### config.mk
export PLATFORM = sky130hd
export DESIGN_NAME = eight_bit_seq_arr_multplr
export DESIGN_NICKNAME = d
export VERILOG_FILES = /design/src/rtl/multplr_pkg.sv /design/src/rtl/four_bit_comb_arr_multplr.sv /design/src/rtl/eight_bit_seq_arr_multplr.sv
export SDC_FILE = /design/constraint.sdc
export NUM_CORES = 1
export LEC_CHECK = 0
export ABC_CLOCK_PERIOD_IN_PS = 16000
export BUFFER_PORTS_ARGS = -buffer_cell sky130_fd_sc_hd__buf_2
export CAP_MARGIN = 20
export CELL_PAD_IN_SITES_DETAIL_PLACEMENT = 0
export CELL_PAD_IN_SITES_GLOBAL_PLACEMENT = 1
export CORE_MARGIN = 4
export CORE_UTILIZATION = 46
export DETAILED_ROUTE_END_ITERATION = 10
export PLACE_DENSITY = 0.84
export SLEW_MARGIN = 10
export SYNTH_ARGS = -nofsm -noshare
export SYNTH_HDL_FRONTEND = slang
export SYNTH_SLANG_ARGS = --single-unit
### constraint.sdc
create_clock -name clk -period 16 [get_ports clk]
set_clock_uncertainty 0.2 [all_clocks]
set_input_delay 3.2 -clock clk [delete_from_list [all_inputs] [get_ports clk]]
set_output_delay 3.2 -clock clk [all_outputs]
set_load 0.005 [all_outputs]
### src/rtl/multplr_pkg.sv
// ---------------------------------------------------------------------------
// multplr_pkg
// Shared constants for the sequential 8x8 multiplier:
//   - FSM state encoding (IDLE / MUL / DONE)
//   - operand and nibble widths
//   - number of accumulation steps and the per-step shift amount
// ---------------------------------------------------------------------------
package multplr_pkg;

    localparam int OP_W  = 8;   // operand width
    localparam int NIB_W = 4;   // width of one array-multiplier operand
    localparam int STEPS = 4;   // nibble-pair products per operation

    localparam logic [1:0] ST_IDLE = 2'd0;
    localparam logic [1:0] ST_MUL  = 2'd1;
    localparam logic [1:0] ST_DONE = 2'd2;

    // Left shift applied to the partial product of each step:
    // lo*lo -> 0, hi*lo -> 4, lo*hi -> 4, hi*hi -> 8.
    function automatic logic [3:0] step_shift(input logic [1:0] step);
        logic [3:0] sh;
        case (step)
            2'd0:    sh = 4'd0;
            2'd1:    sh = 4'd4;
            2'd2:    sh = 4'd4;
            default: sh = 4'd8;
        endcase
        return sh;
    endfunction

endpackage

### src/rtl/four_bit_comb_arr_multplr.sv
// ---------------------------------------------------------------------------
// four_bit_comb_arr_multplr
// Purely combinational 4x4 unsigned array multiplier.
// Ports:
//   a_i [3:0]  multiplier nibble
//   b_i [3:0]  multiplicand nibble
//   p_o [7:0]  unsigned product a_i * b_i
// ---------------------------------------------------------------------------
module four_bit_comb_arr_multplr
    import multplr_pkg::*;
(
    input  logic [NIB_W-1:0]   a_i,
    input  logic [NIB_W-1:0]   b_i,
    output logic [2*NIB_W-1:0] p_o
);

    // One AND row per multiplicand bit, each row offset by its bit position,
    // summed down the array.
    always_comb begin
        // NOTE: every combinational output gets a default first so no path
        // leaves it unassigned and no latch is inferred.
        p_o = '0;
        for (int i = 0; i < NIB_W; i++) begin
            p_o = p_o + ({{NIB_W{1'b0}}, a_i & {NIB_W{b_i[i]}}} << i);
        end
    end

endmodule

### src/rtl/eight_bit_seq_arr_multplr.sv
// ---------------------------------------------------------------------------
// eight_bit_seq_arr_multplr
// Sequential 8x8 unsigned multiplier that reuses one 4x4 array multiplier
// over four cycles, shift-accumulating the nibble products into 16 bits.
// Ports:
//   clk        rising-edge clock
//   rst        synchronous, active-high reset
//   in_valid   operand pair on a/b is valid
//   in_ready   operands accepted (IDLE only, low during reset)
//   a, b       8-bit unsigned operands
//   out_valid  product holds a finished result (DONE)
//   out_ready  consumer takes the result
//   product    registered 16-bit accumulator / result
// ---------------------------------------------------------------------------
module eight_bit_seq_arr_multplr
    import multplr_pkg::*;
(
    input  logic            clk,
    input  logic            rst,
    input  logic            in_valid,
    output logic            in_ready,
    input  logic [OP_W-1:0] a,
    input  logic [OP_W-1:0] b,
    output logic            out_valid,
    input  logic            out_ready,
    output logic [15:0]     product
);

    logic [1:0]         state_q, state_d;
    logic [1:0]         step_q,  step_d;
    logic [OP_W-1:0]    a_q,     a_d;
    logic [OP_W-1:0]    b_q,     b_d;
    logic [15:0]        acc_q,   acc_d;

    logic [NIB_W-1:0]   nib_a;
    logic [NIB_W-1:0]   nib_b;
    logic [2*NIB_W-1:0] pp;

    // Step bit 0 picks the high nibble of a, step bit 1 the high nibble of b,
    // giving the order lo*lo, hi*lo, lo*hi, hi*hi.
    always_comb begin
        nib_a = step_q[0] ? a_q[OP_W-1:NIB_W] : a_q[NIB_W-1:0];
        nib_b = step_q[1] ? b_q[OP_W-1:NIB_W] : b_q[NIB_W-1:0];
    end

    four_bit_comb_arr_multplr u_arr (
        .a_i (nib_a),
        .b_i (nib_b),
        .p_o (pp)
    );

    always_comb begin
        state_d = state_q;
        step_d  = step_q;
        a_d     = a_q;
        b_d     = b_q;
        acc_d   = acc_q;

        case (state_q)
            ST_IDLE: begin
                if (in_valid) begin
                    a_d     = a;
                    b_d     = b;
                    acc_d   = '0;
                    step_d  = '0;
                    state_d = ST_MUL;
                end
            end
            ST_MUL: begin
                // pp is zero-extended before the shift; 255*255 fits in 16 bits.
                acc_d  = acc_q + ({8'h00, pp} << step_shift(step_q));
                step_d = step_q + 2'd1;
                if (step_q == 2'(STEPS - 1)) begin
                    state_d = ST_DONE;
                end
            end
            ST_DONE: begin
                if (out_ready) begin
                    state_d = ST_IDLE;
                end
            end
            default: begin
                state_d = ST_IDLE;
            end
        endcase
    end

    always_ff @(posedge clk) begin
        // NOTE: sequential state uses non-blocking assignments so every
        // register samples its pre-edge value regardless of statement order.
        if (rst) begin
            // NOTE: the operand registers are reset along with the control
            // state; they are only read in MUL, so this just keeps them tidy.
            state_q <= ST_IDLE;
            step_q  <= '0;
            a_q     <= '0;
            b_q     <= '0;
            acc_q   <= '0;
        end else begin
            state_q <= state_d;
            step_q  <= step_d;
            a_q     <= a_d;
            b_q     <= b_d;
            acc_q   <= acc_d;
        end
    end

    // in_ready is gated by rst so nothing is offered while reset is applied.
    assign in_ready  = (state_q == ST_IDLE) && !rst;
    assign out_valid = (state_q == ST_DONE);
    assign product   = acc_q;

endmodule

## Yosys cells after proc, flatten, opt, wreduce, memory -nomap -nowiden

Cells that the tools add are included.

- Bits in registers: 36
- Bits in latches: 0
- Bits in writable memories: 0
- Memory bits (read-only): 0
- Input port bits: 20
- Output and inout port bits: 18
- Logic and storage cells: 44
- Memories kept: 0

- $add $sub $neg: 5
- Multipliers: 0
- Div/mod/pow operators: 0
- Magnitude comparators: 0
- Equal/unequal tests: 8
- Shifts and indexed selects: 1
- Mux-type cells: 12
- Bitwise operators: 4
- Reductions and logical operators: 9

Operator list:

| kind | count |
|---|---|
| one-hot mux 16 bit (2 select lines) | 1 |
| adder 16 bit | 1 |
| AND 4 bit | 4 |
| 2-to-1 mux 16 bit | 1 |
| << shifter 8 x 4 -> 16 bit | 1 |
| 2-to-1 mux 4 bit | 3 |
| adder 8 x 6 -> 8 bit | 1 |
| adder 8 x 7 -> 8 bit | 1 |
| 2-to-1 mux 2 bit | 4 |
| one-hot mux 4 bit (2 select lines) | 1 |
| adder 4 x 5 -> 6 bit | 1 |
| equality test 2 bit (second input constant) | 3 |
| one-hot mux 2 bit (3 select lines) | 1 |
| equality test 2 x 1 -> 1 bit (second input constant) | 2 |
| zero test 2 bit | 2 |
| != test 2 bit (second input constant) | 2 |
| one-hot mux 2 bit (2 select lines) | 1 |
| AND reduction 2 bit | 2 |
| AND reduction 3 bit | 1 |
| adder 2 x 1 -> 2 bit (second input constant) | 1 |
| != test 2 x 1 -> 1 bit (second input constant) | 1 |
| nonzero test 2 bit | 1 |
| OR reduction 2 bit | 1 |
| logical AND 1 bit | 1 |
| zero test 1 bit | 1 |

## Logic depth before layout (Yosys ltp)

Gate-level depths: netlist (run 1).

- Depth after elaboration: 8
- Mapped depth: 22
- Mapped depth without buffers: 21

## By module

A second synthesis (run 1) with hierarchy kept.

- Cells, all modules: 324
- Area, all modules: 2673.8 um^2

By module, submodules not included:

| module | times used | cells an instance | area each (um^2) | seq. area each (um^2) |
|---|---|---|---|---|
| eight_bit_seq_arr_multplr | 1 | 278 | 2270.9 | 720.7 |
| four_bit_comb_arr_multplr | 1 | 46 | 402.9 | 0.0 |

## Worst setup path after synthesis (run 1)

Ideal clock, no wire load.

- Path type: input -> output
- From: input rst
- To: output in_ready
- Arrival time: 3.542 ns
- Data required time: 12.600 ns
- Setup slack: 9.058 ns
- Cell stages on the path: 2
- Path buffers: 1
- Path through: clkbuf_1 -> nor3_1

- Longest elaborated chain between the ends: 2

Ends and longest elaborated chain:

| element | RTL line | text |
|---|---|---|
| start, declared | eight_bit_seq_arr_multplr.sv:19 | `input logic rst,` |
| zero test 1 bit | eight_bit_seq_arr_multplr.sv:109 | `assign in_ready = (state_q == ST_IDLE) && !rst;` |
| logical AND 1 bit | eight_bit_seq_arr_multplr.sv:109 |  |
| end, declared | eight_bit_seq_arr_multplr.sv:21 | `output logic in_ready,` |

Every way passes these cells.

## Worst setup path in the final report (run 1)

Ends and elaborated chain as after synthesis.

==> results.yml, run 1 <==
run_status:
  outcome: "finished clean"
detailed_routing:
  wl_met2_um: 3024
  viasPerCell: 5.433
  num_vias: 2434
  wl_per_cell_um: 14.25
  postRouteWirelength_um: 6384
  first_iter_violations: 106
  wl_met3_um: 284
  dr.pass1.iters: 4
  top_layer: "met4"
  ant_nets: 0
  wl_met1_um: 3012
  route.detailed.drc: 0
floorplan:
  rows: 27
  core_area_sq_mm: 0.005608
  initial_core_util: 0.4848
  ios: 38
  die_h_um: 84.88
  die-area_sq_mm: 0.007205
  dieWidth_um: 84.88
cts:
  clkLatencyLatePin_ns: 0.30
  post-cts-setup-buffers: 0
  ctsResizeCount: 0
  clockBufferDepth: 2
  cts.sinks: 36
  clockRootBuffer: "clkbuf_8"
  cts_tree: "built"
  ctsHoldBuffers: 0
  h-tree-depth: 2
  clkSlewWorstSetupHoldPaths_ns: 0.07
  cts_inserted_buffers: 5
yosys:
  synth_commonest_cells: "nand2_1, a21oi_1, dfxtp_1"
  synth_nets: 398
  yosysWarnings: 0
  yosysTopAreaCell: "dfxtp_1"
  synth.most_common_cell: "nand2_1"
  synth_edf_count: 0
  synth_seq_area_share: 0.2651
  syn_avg_cell_area_sq_um: 7.835
  syn_area_sq_mm: 0.002719
  yosys-top-cells-area: "dfxtp_1, ha_1, nand2_1, a21oi_1, fa_1"
  ys.flop_type: "dfxtp_1"
  synth_cells: 347
  synth_top_area_frac: 0.2651
  synth_seq_cells: 36
  ys_async_sr_fraction: 0
  synth.distinct_cells: 51
global_routing:
  grt_remaining_overflow: 0
  antenna_found_initial: 0
  grt_use_total: 0.1810
  grt_max_degree: 35
  grt_pass1_vias: 2328
  grt_first_pass_wirelength_um: 10630
job:
  cap_violations: 0
timing:
  worst_slack_ns: 8.703
  setup_viol: 0
  max_freq_mhz: 137.0
  period_needed_ns: 7.297
  rsz0062_at_grt: "no"
  relSlewSlack: 0.4519
  finalSetupTns_ns: 0
  finalCritPeriodShare: 0.4561
  finalHoldViolCount: 0
  worstMarginPinSlew_ns: 0.8201
  drv_slew: 0
  whs_ns: 0.2549
critical_path:
  crit_start: "rst"
  cpPeakStageDelay_ns: 0.46
  end_kind: "output pin"
  crit_top_cell: "buf_2"
  path_class: "input pin to output pin"
  arrival_ns: 3.90
  worstPathMaxFanout: 34
  path_cells: "buf_2, nor3_1, buf_2"
  timing.rr.start: "step_q[0]"
  worst_setup_path_start_kind: "input pin"
  cp_slowest_cell: "buf_2"
  cp.required_ns: 12.60
layout:
  nFillCells: 584
  final_area_sq_mm: 0.003022
  antenna_cells: 0
  final_cell_count_no_fill: 448
  multi_input_area_sq_mm: 0.001887
  ff_latch_area_sq_um: 720.7
  syn2layout_area_growth_pct: 11.14
  layout.nets: 426
  drive_gt1_frac: 0.1489
power_and_ir_drop:
  peakVddDrop_v: 0.00004061
  power.leakage_nw: 1.443
  powerDensity_mw_per_mm2: 64.29
worst_hold_path:
  hp-class: "flip-flop to flip-flop"
  hp-start: "b_q[4]"
placement:
  place_congestion: 0.8207
  place_ws_ns: 8.702
  post-place-cells: 440
  dpl_cell_area_sq_mm: 0.002924
  numPortBuffers: 37
  post-dp-hpwl_um: 4928
## worst max-delay path: cells and delay by family
kind / cells / cell delay [ns]
buf+inv: 2 / 0.61
simple gates: 1 / 0.08
## stage by stage
stage | power [mW] | utilization
5_1_grt | 0.2032 | 0.5388
3_5_place_dp | 0.1255 | 0.5214
2_1_floorplan | 0.1178 | -
4_1_cts | 0.1961 | 0.5388
6_report | 0.1943 | 0.5388
3_3_place_gp | 0.1251 | 0.5214
## registers in the layout (all words and copies together) (netlist names)
signal and cells:
a_q 8, product 16, b_q 8, state_q 2, step_q 2
## placed cells by master (no fill, tap or decap), drive strengths merged, types with 10 or more instances in the layout
cell type / count
dfxtp: 36
ha: 25
o21ai: 14
nor2: 30
mux2i: 10
inv: 11
buf: 37
nand3: 10
nand2: 59
a21oi: 42
a21o: 10
## report_power, final
group / total [mW] / internal, mW / switching, mW / leakage (nW)
registers: 0.0957 / 0.0928 / 0.00281 / 0.293
logic: 0.0278 / 0.0105 / 0.0173 / 1.11
clock network: 0.0708 / 0.0349 / 0.0359 / 0.0434
## worst paths after layout
kind                      end  slack [ns]  cells after the start
setup / recovery     in_ready        8.70                      3
hold / removal         b_q[4]        0.25                      2
setup reg to reg  product[12]       10.40                     18
hold reg to reg        b_q[4]        0.25                      2
## cells by family (layout without fill, tap and decap cells)
| family | count (synthesis) | count (layout) | synth area share |
|---|---|---|---|
| DFF | 36 | 36 | 0.2651 |
| buffers and inverters | 27 | 56 | 0.04095 |
| adders and majority gates | 31 | 31 | 0.1592 |
| and+or+nand+nor | 135 | 135 | 0.2324 |
| AOI/OAI and AO/OA | 92 | 92 | 0.2103 |
| xor gates and xnor gates | 12 | 12 | 0.03866 |
| muxes | 14 | 14 | 0.05338 |
## routing by layer
metal | GRT usage | vias up
li1 | - | 1271
met1 | 0.2298 | 1108
met2 | 0.3146 | 49
met3 | 0.02621 | 6
met4 | 0.05899 | 0
met5 | 0 | -
## layout make-up
class / count / area share
clock buffer: 6 / 0.02733
clock inverter: 2 / 0.004969
inverter: 11 / 0.01366
multi-input combinational: 284 / 0.6244
sequential: 36 / 0.2385
tap: 72 / 0.02981
timing repair buffer: 37 / 0.06128
Power figures use the tool's default switching activity.
==> inputs of run 2 (changes only) <==
--- a/config.mk
+++ b/config.mk
@@ -5,15 +5,15 @@
 export SDC_FILE = /design/constraint.sdc
 export NUM_CORES = 1
 export LEC_CHECK = 0
-export ABC_CLOCK_PERIOD_IN_PS = 16000
+export ABC_CLOCK_PERIOD_IN_PS = 5900
 export BUFFER_PORTS_ARGS = -buffer_cell sky130_fd_sc_hd__buf_2
 export CAP_MARGIN = 20
 export CELL_PAD_IN_SITES_DETAIL_PLACEMENT = 0
 export CELL_PAD_IN_SITES_GLOBAL_PLACEMENT = 1
 export CORE_MARGIN = 4
-export CORE_UTILIZATION = 46
+export CORE_UTILIZATION = 39
 export DETAILED_ROUTE_END_ITERATION = 10
-export PLACE_DENSITY = 0.84
+export PLACE_DENSITY = 0.75
 export SLEW_MARGIN = 10
 export SYNTH_ARGS = -nofsm -noshare
 export SYNTH_HDL_FRONTEND = slang
==> constraint.sdc (replaced) <==
create_clock -name clk -period 5.9 [get_ports clk]
set_clock_uncertainty 0.2 [all_clocks]
set_input_delay 1.18 -clock clk [delete_from_list [all_inputs] [get_ports clk]]
set_output_delay 1.18 -clock clk [all_outputs]
set_load 0.005 [all_outputs]
==> run 2 against run 1 <==
Combinational power rose to 2.8 times the previous value. Routed wire length up 6.5%. Clock power rose to 3.3 times the previous value. Worst setup slack worse by 8.5 ns. Critical path depth grew 15. Hold slack gained 0.0016 ns. Largest power group unchanged.
==> results.yml, run 2 (synthesized netlist as in run 1, its figures left out) <==
timing:
  relSlewSlack: 0.4184
  whs_ns: 0.2565
  rsz0062_at_grt: "no"
  finalCritPeriodShare: 0.9575
  worstMarginPinSlew_ns: 0.8703
  max_freq_mhz: 177.0
  period_needed_ns: 5.649
  finalSetupTns_ns: 0
  drv_slew: 0
  setup_viol: 0
  finalHoldViolCount: 0
global_routing:
  grt_pass1_vias: 2384
  grt_max_degree: 35
  grt_use_total: 0.1700
  antenna_found_initial: 0
  grt_first_pass_wirelength_um: 11520
  grt_remaining_overflow: 0
power_and_ir_drop:
  internal_power_mw: 0.4090
  peakVddDrop_v: 0.00009793
  switching_share: 0.2838
  clockPowerShare: 0.409
  powerDensity_mw_per_mm2: 185.1
  p_switching_mw: 0.1621
  p_seq_frac: 0.455
  power_frac_comb: 0.136
  power.leakage_nw: 1.461
cts:
  cts_tree: "built"
  h-tree-depth: 2
  clkLatencyLatePin_ns: 0.30
  cts_inserted_buffers: 5
  cts.sinks: 36
  ctsHoldBuffers: 0
  clockRootBuffer: "clkbuf_8"
  clkSlewWorstSetupHoldPaths_ns: 0.08
  clockBufferDepth: 2
worst_hold_path:
  holdPathStages: 2
  hp-class: "flip-flop to flip-flop"
  hp-start: "b_q[7]"
layout:
  largest_reg_flops: 16
  nFillCells: 709
  multi_input_area_sq_mm: 0.001894
  final_core_util: 0.4541
  layout.nets: 427
  final_common_cell: "nand2_1"
  syn2layout_area_growth_pct: 13.48
  layout_common_cells: "nand2_1, a21oi_1, buf_2, dfxtp_1, nor2_1"
  drive_gt1_frac: 0.1592
  ff_latch_area_sq_um: 721.9
  antenna_cells: 0
placement:
  numPortBuffers: 37
  place_congestion: 0.9063
  post-dp-hpwl_um: 5209
floorplan:
  dieWidth_um: 91.50
  initial_core_util: 0.4002
  die-area_sq_mm: 0.008371
  die_h_um: 91.50
  ios: 38
  rows: 30
  core_area_sq_mm: 0.006794
detailed_routing:
  wl_per_cell_um: 14.37
  dr.pass1.iters: 4
  first_iter_violations: 76
  viasPerCell: 5.180
  postRouteWirelength_um: 6799
  num_vias: 2450
  route.detailed.drc: 0
  ant_nets: 0
critical_path:
  timing.rr.start: "step_q[1]"
  end_kind: "flip-flop"
  arrival_ns: 5.64
  crit_start: "step_q[1]"
  cp.required_ns: 5.89
  reg2regPathDepth: 18
  worstPathMaxFanout: 7
  worst_setup_path_start_kind: "flip-flop"
  path_class: "flip-flop to flip-flop"
run_status:
  outcome: "finished clean"
job:
  cap_violations: 0
==> run 2: cell count changes in the layout (fill, tap and decap cells not counted) <==
cell        previous run  this run
mux2i_1               10         8
mux2i_2                0         2
buf_4                  0         1
bufinv_16              0         1
clkbuf_8               6         5
clkinvlp_4             2         1
dfxtp_1               36        35
dfxtp_2                0         1
inv_6                  0         1
==> run 2: worst paths after layout <==
path              slack, ns           to
setup / recovery       0.25  product[12]
hold / removal         0.26       b_q[7]
setup reg to reg       0.25  product[12]
hold reg to reg        0.26       b_q[7]
==> run 2: metrics by stage <==
stage	std cells	total power, mW	cell area (sq um)	setup WS (ns)
6_report	473	0.5711	3085	0.2507
5_1_grt	473	0.6016	3085	0.01862
3_3_place_gp	465	0.3421	2962	0.1879
2_1_floorplan	347	0.3195	2719	0.6925
3_5_place_dp	465	0.3428	2962	0.1754
4_1_cts	473	0.5789	3077	0.1212
==> run 2: worst max-delay path: stages, from the launching register on <==
cell and delay (ns):
dfxtp_1 0.52, mux2i_1 0.42, nor2_1 0.10, ha_1 0.22, fa_1 0.41, xnor2_1 0.18
fa_1 0.55, inv_1 0.05, ha_1 0.22, fa_1 0.40, a21o_1 0.22, a211o_1 0.32
and3_1 0.20, ha_1 0.25, or4_1 0.51, a21oi_1 0.34, o31ai_1 0.18, mux2i_1 0.17
nand3_1 0.08
==> run 2: layer usage <==
metal / track usage / vias up / wire length, um
met5: 0 / - / 0
met3: 0.02983 / 8 / 237
met2: 0.2800 / 47 / 3072
met4: 0.05151 / 0 / 97
li1: - / 1280 / -
met1: 0.2253 / 1115 / 3391
==> run 2: area by class of cell <==
cell class | instances | share of cell area
multi-input combinational | 284 | 0.6140
sequential | 36 | 0.2340
timing repair buffer | 38 | 0.06245
tap | 96 | 0.03893
clock buffer | 5 | 0.02230
clock inverter | 3 | 0.01500
inverter | 11 | 0.01338
==> run 2: timing repair <==
item / 4_1_cts / 5_1_grt
resized for setup: 0 / 3
buffers inserted: 0 / 0
endpoints found under the setup margin: 0 / 5
==> run 2: power by group through the flow <==
stage               clock network [mW]  registers (mW)  logic (mW)
finish                           0.234           0.260      0.0776
global route                     0.252           0.262      0.0883
CTS                              0.241           0.260      0.0781
detailed placement                   0           0.265      0.0775
global placement                     0           0.265      0.0770
floorplan                            0           0.262      0.0576
==> inputs of run 3 (changes only) <==
--- a/config.mk
+++ b/config.mk
@@ -8,13 +8,14 @@
 export ABC_CLOCK_PERIOD_IN_PS = 5900
 export BUFFER_PORTS_ARGS = -buffer_cell sky130_fd_sc_hd__buf_2
 export CAP_MARGIN = 20
-export CELL_PAD_IN_SITES_DETAIL_PLACEMENT = 0
-export CELL_PAD_IN_SITES_GLOBAL_PLACEMENT = 1
+export CELL_PAD_IN_SITES_DETAIL_PLACEMENT = 1
+export CELL_PAD_IN_SITES_GLOBAL_PLACEMENT = 2
 export CORE_MARGIN = 4
-export CORE_UTILIZATION = 39
+export CORE_UTILIZATION = 31
 export DETAILED_ROUTE_END_ITERATION = 10
-export PLACE_DENSITY = 0.75
+export PLACE_DENSITY = 0.74
 export SLEW_MARGIN = 10
 export SYNTH_ARGS = -nofsm -noshare
 export SYNTH_HDL_FRONTEND = slang
+export SYNTH_HIERARCHICAL = 1
 export SYNTH_SLANG_ARGS = --single-unit
==> run 3 against run 2 <==
Register-to-register slack better by 0.37 ns. Fmax grew 7.1%. Worst setup slack improved by 0.37 ns. Critical path depth did not move. Clock power decreased by 3%. Via count is 2.3% lower. Global-route usage decreased by 2.3 points. Synthesized cell count down 6.6%. Critical endpoint unchanged. Largest cell class unchanged.
==> results.yml, run 3 <==
run_status:
  outcome: "finished clean"
placement:
  numPortBuffers: 37
  dpl_cell_area_sq_mm: 0.002924
  post-dp-hpwl_um: 5531
  place_congestion: 0.8645
layout:
  largest_reg_flops: 16
  multi_input_area_sq_mm: 0.001834
  drive_gt1_frac: 0.1690
  layout.nets: 406
  final_common_cell: "nand2_1"
  ff_latch_area_sq_um: 720.7
  layout_common_cells: "nand2_1, buf_2, dfxtp_1, a21oi_1, ha_1"
  syn2layout_area_growth_pct: 13.52
  nFillCells: 1030
  antenna_cells: 0
  final_area_sq_mm: 0.003035
timing:
  setup_viol: 0
  period_needed_ns: 5.277
  finalSetupTns_ns: 0
  rsz0062_at_grt: "no"
  relSlewSlack: 0.5304
  finalHoldViolCount: 0
  max_freq_mhz: 189.5
  worstMarginPinSlew_ns: 0.7027
  drv_slew: 0
  finalCritPeriodShare: 0.8943
cts:
  ctsHoldBuffers: 0
  cts.sinks: 36
  ctsResizeCount: 0
  clkSlewWorstSetupHoldPaths_ns: 0.08
  clockRootBuffer: "clkbuf_8"
  clkLatencyLatePin_ns: 0.29
  clockBufferDepth: 2
  cts_inserted_buffers: 5
  post-cts-setup-buffers: 0
  h-tree-depth: 2
  cts_tree: "built"
detailed_routing:
  num_vias: 2393
  route.detailed.drc: 0
  postRouteWirelength_um: 7028
  dr.pass1.iters: 4
  viasPerCell: 5.202
  first_iter_violations: 74
  wl_per_cell_um: 15.28
  ant_nets: 0
floorplan:
  core_area_sq_mm: 0.008299
  rows: 33
  die_h_um: 100.9
  initial_core_util: 0.3222
  dieWidth_um: 100.9
  die-area_sq_mm: 0.01017
  ios: 38
yosys:
  yosys-top-cells-area: "dfxtp_1, ha_1, nand2_1, a21oi_1, fa_1"
  synth_nets: 376
  synth_cells: 324
  ys_async_sr_fraction: 0
  yosysWarnings: 6
  synth_commonest_cells: "nand2_1, dfxtp_1, a21oi_1"
  synth_seq_area_share: 0.2695
  ys.flop_type: "dfxtp_1"
  syn_avg_cell_area_sq_um: 8.253
  syn_area_sq_mm: 0.002674
  synth.most_common_cell: "nand2_1"
  yosysTopAreaCell: "dfxtp_1"
  synth.distinct_cells: 44
  synth_seq_cells: 36
  synth_edf_count: 0
  synth_top_area_frac: 0.2695
critical_path:
  end_kind: "flip-flop"
  path_class: "flip-flop to flip-flop"
  worst_setup_path_start_kind: "flip-flop"
  cp.required_ns: 5.91
  arrival_ns: 5.28
  worstPathMaxFanout: 8
power_and_ir_drop:
  power.leakage_nw: 1.481
  peakVddDrop_v: 0.00008116
  powerDensity_mw_per_mm2: 182.3
global_routing:
  grt_use_total: 0.1470
  grt_max_degree: 32
  grt_pass1_vias: 2453
  antenna_found_initial: 0
  grt_first_pass_wirelength_um: 11920
  grt_remaining_overflow: 0
job:
  cap_violations: 0
worst_hold_path:
  hp-class: "flip-flop to flip-flop"
-- run 3: power breakdown --
group / switching (mW) / internal (mW) / leakage, nW / total (mW)
Sequential: 0.00640 / 0.251 / 0.293 / 0.258
Clock: 0.102 / 0.125 / 0.0541 / 0.227
Combinational: 0.0426 / 0.0260 / 1.13 / 0.0687
Total: 0.151 / 0.403 / 1.48 / 0.553
-- run 3: worst paths after layout --
path	end	startpoint	depth (start not counted)	slack, ns
worst max-delay path	product[12]	step_q[0]	18	0.62
worst max register to register	product[12]	step_q[0]	18	0.62
worst min register to register	b_q[4]	b_q[4]	2	0.26
worst min-delay path	b_q[4]	b_q[4]	2	0.26
-- run 3: final cells by class --
class | count | area share
clock inverter | 3 | 0.01401
timing repair buffer | 37 | 0.06101
clock buffer | 5 | 0.02267
multi-input combinational | 260 | 0.6043
sequential | 36 | 0.2374
inverter | 14 | 0.01731
tap | 105 | 0.04328
-- run 3: layer usage --
layer  GRT usage  wire length, um  vias up
li1            -                -     1196
met5           0                0        -
met1      0.1804             3249     1151
met3     0.02837              256        5
met2      0.2618             3462       41
met4     0.03731               59        0
-- run 3: metrics by stage --
step / total power [mW] / utilization / setup slack (ns) / std cells / hold slack [ns]
3_3_place_gp: 0.3324 / 0.3523 / 0.6837 / 452 / 0.2433
6_report: 0.5533 / 0.3657 / 0.6234 / 460 / 0.2556
5_1_grt: 0.5794 / 0.3657 / 0.3787 / 460 / 0.2796
3_5_place_dp: 0.3332 / 0.3523 / 0.6093 / 452 / 0.2465
2_1_floorplan: 0.3109 / - / 1.073 / 324 / 0.2329
4_1_cts: 0.5652 / 0.3657 / 0.6010 / 460 / 0.2598
-- run 3: cells by family after synthesis --
group,after synthesis,synth area share
flip-flops,36,0.2695
XOR/XNOR,16,0.05241
AO/OA/AOI/OAI,90,0.2279
multiplexers,12,0.04867
adder cells (fa/ha/maj),32,0.1638
buffers and inverters,28,0.04445
AND/OR/NAND/NOR,110,0.1933
-- run 3: worst max-delay path, stage by stage (launching register included) --
cell	delay, ns
dfxtp_1	0.51
mux2_2	0.42
nand2_1	0.09
fa_1	0.42
inv_1	0.07
ha_1	0.18
fa_1	0.43
ha_1	0.22
fa_1	0.42
a21o_1	0.20
a21o_1	0.19
mux2i_1	0.21
nor2_1	0.09
ha_1	0.46
o211ai_1	0.20
a31oi_4	0.25
o211ai_1	0.14
and3_1	0.23
o41ai_2	0.26
